### src/rtl/run_ctrl_fsm.sv
// Run controller for the image-processing pipeline. It handles start/stop/pause
// and three run modes (manual, one-shot, repeat), plus a cycle counter and
// done/wrap/err pulses. Every output is either a register or a decode of
// registered state, so no input reaches an output combinationally.
module run_ctrl_fsm #(
    parameter int CNT_W  = 8,
    parameter int MODE_W = 2
) (
    input  logic              clk,
    input  logic              reset,
    input  logic              start,
    input  logic              stop,
    input  logic              pause,
    input  logic [MODE_W-1:0] mode,
    input  logic [CNT_W-1:0]  len,
    output logic [1:0]        state,
    output logic              busy,
    output logic [CNT_W-1:0]  cnt,
    output logic              done,
    output logic              wrap,
    output logic              err
);

    typedef enum logic [1:0] {
        ST_IDLE  = 2'd0,
        ST_RUN   = 2'd1,
        ST_PAUSE = 2'd2,
        ST_DONE  = 2'd3
    } state_t;

    localparam logic [MODE_W-1:0] MODE_ONESHOT = MODE_W'(1);
    localparam logic [MODE_W-1:0] MODE_REPEAT  = MODE_W'(2);

    state_t            state_q, state_d;
    logic [CNT_W-1:0]  cnt_q, cnt_d;
    logic [MODE_W-1:0] mode_q, mode_d;
    logic [CNT_W-1:0]  len_q, len_d;
    logic              wrap_q, wrap_d;
    logic              err_q, err_d;

    // Modes 0 and 3 both run open-ended; only one-shot and repeat need a length.
    logic req_timed;
    logic run_timed;
    logic terminal;

    assign req_timed = (mode == MODE_ONESHOT) || (mode == MODE_REPEAT);
    assign run_timed = (mode_q == MODE_ONESHOT) || (mode_q == MODE_REPEAT);
    assign terminal  = run_timed && (cnt_q == (len_q - CNT_W'(1)));

    // State register plus latched run parameters; reset aborts any run at once.
    always_ff @(posedge clk or negedge reset) begin
        if (!reset) begin
            state_q <= ST_IDLE;
            cnt_q   <= '0;
            mode_q  <= '0;
            len_q   <= '0;
            wrap_q  <= 1'b0;
            err_q   <= 1'b0;
        end else begin
            state_q <= state_d;
            cnt_q   <= cnt_d;
            mode_q  <= mode_d;
            len_q   <= len_d;
            wrap_q  <= wrap_d;
            err_q   <= err_d;
        end
    end

    // Next-state, counter and pulse logic; holds by default, pulses default low.
    always_comb begin
        state_d = state_q;
        cnt_d   = cnt_q;
        mode_d  = mode_q;
        len_d   = len_q;
        wrap_d  = 1'b0;
        err_d   = 1'b0;
        case (state_q)
            ST_IDLE: begin
                // stop and pause have no meaning here; only start is looked at
                if (start) begin
                    if (req_timed && (len == '0)) begin
                        err_d = 1'b1;
                    end else begin
                        state_d = ST_RUN;
                        cnt_d   = '0;
                        mode_d  = mode;
                        len_d   = len;
                    end
                end
            end
            ST_RUN: begin
                if (stop) begin
                    state_d = ST_DONE;
                end else if (pause) begin
                    // a pause on the terminal cycle postpones the terminal action
                    state_d = ST_PAUSE;
                end else if (terminal) begin
                    if (mode_q == MODE_ONESHOT) begin
                        state_d = ST_DONE;
                    end else begin
                        cnt_d  = '0;
                        wrap_d = 1'b1;
                    end
                end else begin
                    cnt_d = cnt_q + CNT_W'(1);
                end
            end
            ST_PAUSE: begin
                if (stop) begin
                    state_d = ST_DONE;
                end else if (!pause) begin
                    state_d = ST_RUN;
                end
            end
            default: begin
                // DONE lasts exactly one cycle; a start here is dropped
                state_d = ST_IDLE;
            end
        endcase
    end

    assign state = state_q;
    assign busy  = (state_q == ST_RUN) || (state_q == ST_PAUSE);
    assign done  = (state_q == ST_DONE);
    assign cnt   = cnt_q;
    assign wrap  = wrap_q;
    assign err   = err_q;

endmodule
### config.mk
export PLATFORM = sky130hd
export DESIGN_NAME = run_ctrl_fsm
export DESIGN_NICKNAME = d
export VERILOG_FILES = /design/src/rtl/run_ctrl_fsm.sv
export SDC_FILE = /design/constraint.sdc
export NUM_CORES = 1
export LEC_CHECK = 0
export BUFFER_PORTS_ARGS = -buffer_cell sky130_fd_sc_hd__buf_2
export CORE_MARGIN = 2
export CORE_UTILIZATION = 45
export CTS_BUF_LIST = sky130_fd_sc_hd__clkbuf_4 sky130_fd_sc_hd__clkbuf_8 sky130_fd_sc_hd__clkbuf_16
export DETAILED_ROUTE_END_ITERATION = 16
export PLACE_DENSITY = 0.69
export RECOVER_POWER = 50
export SETUP_SLACK_MARGIN = 0.5
export SYNTH_ARGS = -nofsm -noshare
export SYNTH_HDL_FRONTEND = slang
export SYNTH_SLANG_ARGS = --single-unit
export TNS_END_PERCENT = 30
### constraint.sdc
create_clock -name clk -period 3.9 [get_ports clk]
set_clock_uncertainty 0.2 [all_clocks]
set_input_delay 0.39 -clock clk [delete_from_list [all_inputs] [get_ports clk]]
set_output_delay 0.39 -clock clk [all_outputs]
set_load 0.02 [all_outputs]
==> qor.csv <==
stage,metric,value,unit
route,average wire per standard cell,13.8,um
pwr,total power,1.32,mW
route,vias per cell,5.43,
floorplanning,num rows,20,
synth,ys async rst share,100,%
synth,mapped cell area,0.00146,mm2
clock_tree,H-tree levels,1,
sta,minimum clock period,3070,ps
clock_tree,Num CTS Buffers,3,
synth,Ys Warns,0,
pwr,Pleak,0.732,nW
route,DR pass1 iterations,4,
grt,M1 GR Usage,25.5,%
clock_tree,clock transition at the registers of the reported paths,120,ps
final_layout,Fillers,296,
clock_tree,Clock Tree Root,clkbuf_4,
place,detailed placer's ending HPWL,2420,um
sta,Relative slew margins,18.6,%
synth,Area contributors post-synth,"dfrtp_1 (38%), ha_1 (6.8%), mux2_2 (6.2%)",
worst_hold_path,Hold/Removal Path Class,primary input to register,
clock_tree,post-CTS setup buffer count,0,
critical_path,worst path arrival time,3060,ps
outcome,status,"complete, no violations",
sta,final setup TNS,0,ps
sta,Final Hold Fails,0,
route,post-route ant nets,0,
route,drc violations,0,
critical_path,crit start category,register,
sta,Min Hold Slack,104,ps
clock_tree,Longest Clk Path Bufs,2,
final_layout,antenna cells,0,
grt,total gr overflow,0,
final_layout,ratio of cells with drive above 1 in the final layout,18.5,%
critical_path,Worst EP required,3900,ps
place,Final GP Congestion,0.846,
floorplanning,die height,61.0,um
route,routed via count,1238,
place,PortBufs,28,
grt,met3 Use GR,2.31,%
synth,post-synthesis sequential area ratio,37.6,%
critical_path,WS Path Type,register to register,
final_layout,area delta synth->final,13.8,%
floorplanning,die footprint,0.00372,mm2
critical_path,crit end category,register,
sta,Worst Tran Pin Value,1220,ps
grt,global routing's busiest layer,met2,
grt,largest net degree at the start of global routing,23,
synth,Synth area leader,dfrtp_1,
floorplanning,Die Width,61.0,um
sta,fmax,326,MHz
sta,Final setup viols,0,
synth,syn_area_per_cell,9.20,um2
synth,syn nets,182,
floorplanning,Initial Utilization,47.5,%
grt,number of global-route vias before repair,1214,
critical_path,worst r2r src,len_q[0],
synth,post-synthesis register bit count,22,
floorplanning,core area,0.00308,mm2
synth,Syn Inst Count,159,
critical_path,Max Fanout on Critical Path,8,
clock_tree,CTS tree,done,
synth,Netlist cell types,37,
pwr,Worst VDD drop,0.000390,V
synth,Synth top area share,37.6,%
route,1st-iter DRT viols,49,
grt,first-pass GRT wire length,5550,um
final_layout,Nets,208,
grt,Total GRT Usage,19.5,%
clock_tree,post-CTS sizing,0,
synth,number of synthesized flops with an enable pin,0,
sta,final period utilization,78.6,%
synth,top_reg_cell synth,dfrtp_1,
flow_run,number of max-cap violations,0,
pwr,P per Cell Area,796,mW/mm2
sta,max-slew violation count,0,
grt,M2 GR Usage,34.1,%
clock_tree,Clock Latency Late Sink,300,ps
clock_tree,Clock Sinks,22,
route,final wirelength,3140,um
worst_hold_path,HP Start,len[1],
floorplanning,I/O Pins,29,
grt,initial antenna violation count,0,
critical_path,critical path launch point,len_q[0],
sta,RSZ-0062 raised after global routing,false,
-- routing by layer --
layer | vias up | wire, um
li1 | 619 | -
met1 | 589 | 1470
met2 | 24 | 1530
met3 | 6 | 86
met4 | 0 | 51
met5 | - | 0
-- final cells by class --
| class | instances | area, um2 | area share [%] |
|---|---|---|---|
| sequential | 22 | 551 | 33.1 |
| clock buffer | 4 | 36.3 | 2.18 |
| timing repair buffer | 29 | 141 | 8.50 |
| multi-input combinational | 119 | 843 | 50.7 |
| inverter | 10 | 37.5 | 2.26 |
| tap | 44 | 55.1 | 3.31 |
-- synthesized netlist by cell type (2+ instances only) --
cell type / instances
inv_1: 10
o21ai_0: 14
a32oi_1: 5
nor3_1: 8
nand2_1: 13
mux2_2: 8
mux2_1: 2
nor2_1: 7
nand3_1: 5
nor3b_1: 2
xnor2_1: 7
a21oi_1: 4
nor4_1: 3
or4b_1: 2
and3_1: 7
xor2_1: 2
dfrtp_1: 22
clkbuf_1: 7
ha_1: 8
a21boi_0: 6
-- placed cells by master (no fill, tap or decap) --
cell type	n
a211oi_1	1
a21boi_0	6
a21o_1	1
a21oi_1	4
a21oi_4	1
a22o_1	1
a22oi_1	1
a32oi_1	5
and2_1	1
and3_1	7
and3b_1	1
buf_2	21
clkbuf_1	7
clkbuf_4	3
clkbuf_8	1
dfrtp_1	22
dlygate4sd3_1	1
ha_1	8
inv_1	10
mux2_1	2
mux2_2	8
mux2i_1	1
nand2_1	13
nand2b_1	1
nand3_1	5
nand4b_1	1
nor2_1	7
nor2b_1	1
nor3_1	8
nor3b_1	2
nor4_1	3
o2111ai_1	1
o211ai_1	1
o21a_1	1
o21ai_0	14
or3_1	1
or4b_1	2
or4bb_1	1
xnor2_1	7
xor2_1	2
-- stage by stage --
stage | util (%) | setup WS (ps) | instances | instance area [um2]
6_report | 54.1 | 834 | 228 | 1660
5_1_grt | 54.1 | 567 | 228 | 1660
4_1_cts | 54.3 | 836 | 228 | 1670
3_5_place_dp | 52.8 | 868 | 223 | 1630
3_3_place_gp | 52.8 | 923 | 223 | 1630
2_1_floorplan | - | 1030 | 159 | 1460
-- logic make-up after synthesis --
| group | count (synthesis) | share of synthesized area, % |
|---|---|---|
| DFF | 22 | 37.6 |
| AOI/OAI and AO/OA | 37 | 17.1 |
| xor gates and xnor gates | 9 | 5.39 |
| and+or+nand+nor | 54 | 19.9 |
| muxes | 11 | 8.38 |
| buffers and inverters | 18 | 4.71 |
| adders and majority gates | 8 | 6.84 |
-- flip-flops by register name, indices dropped and copies added, names as in the netlist --
| signal | flops |
|---|---|
| state | 2 |
| err | 1 |
| wrap | 1 |
| len_q | 8 |
| cnt | 8 |
| mode_q | 2 |
-- worst paths after layout --
path                        endpoint  slack, ps  cells after the start
setup / recovery            state[0]        830                      9
hold / removal              len_q[1]        100                      3
setup reg to reg            state[0]        830                      9
hold reg to reg            mode_q[0]        350                      1
max in group asynchronous     cnt[0]       2130                      2
min in group asynchronous  mode_q[1]        650                      2
-- power by group --
part           total [mW]  switching, mW  internal [mW]
registers           0.489          0.158          0.330
clock network       0.126         0.0690         0.0568
logic               0.710          0.395          0.315
-- worst max-delay path, stage by stage (launching register included) --
cell and delay, ps:
dfrtp_1 440, inv_1 100, ha_1 220, nor3b_1 320, nand2_1 110, xnor2_1 200
o2111ai_1 160, or4b_1 670, a21oi_4 230, mux2_1 330
-- what timing repair did --
item	CTS	global route
hold buffers	1	0
hold endpoints to repair	22	0
setup endpoints to repair	0	0
(Power assumes the default switching activity.)
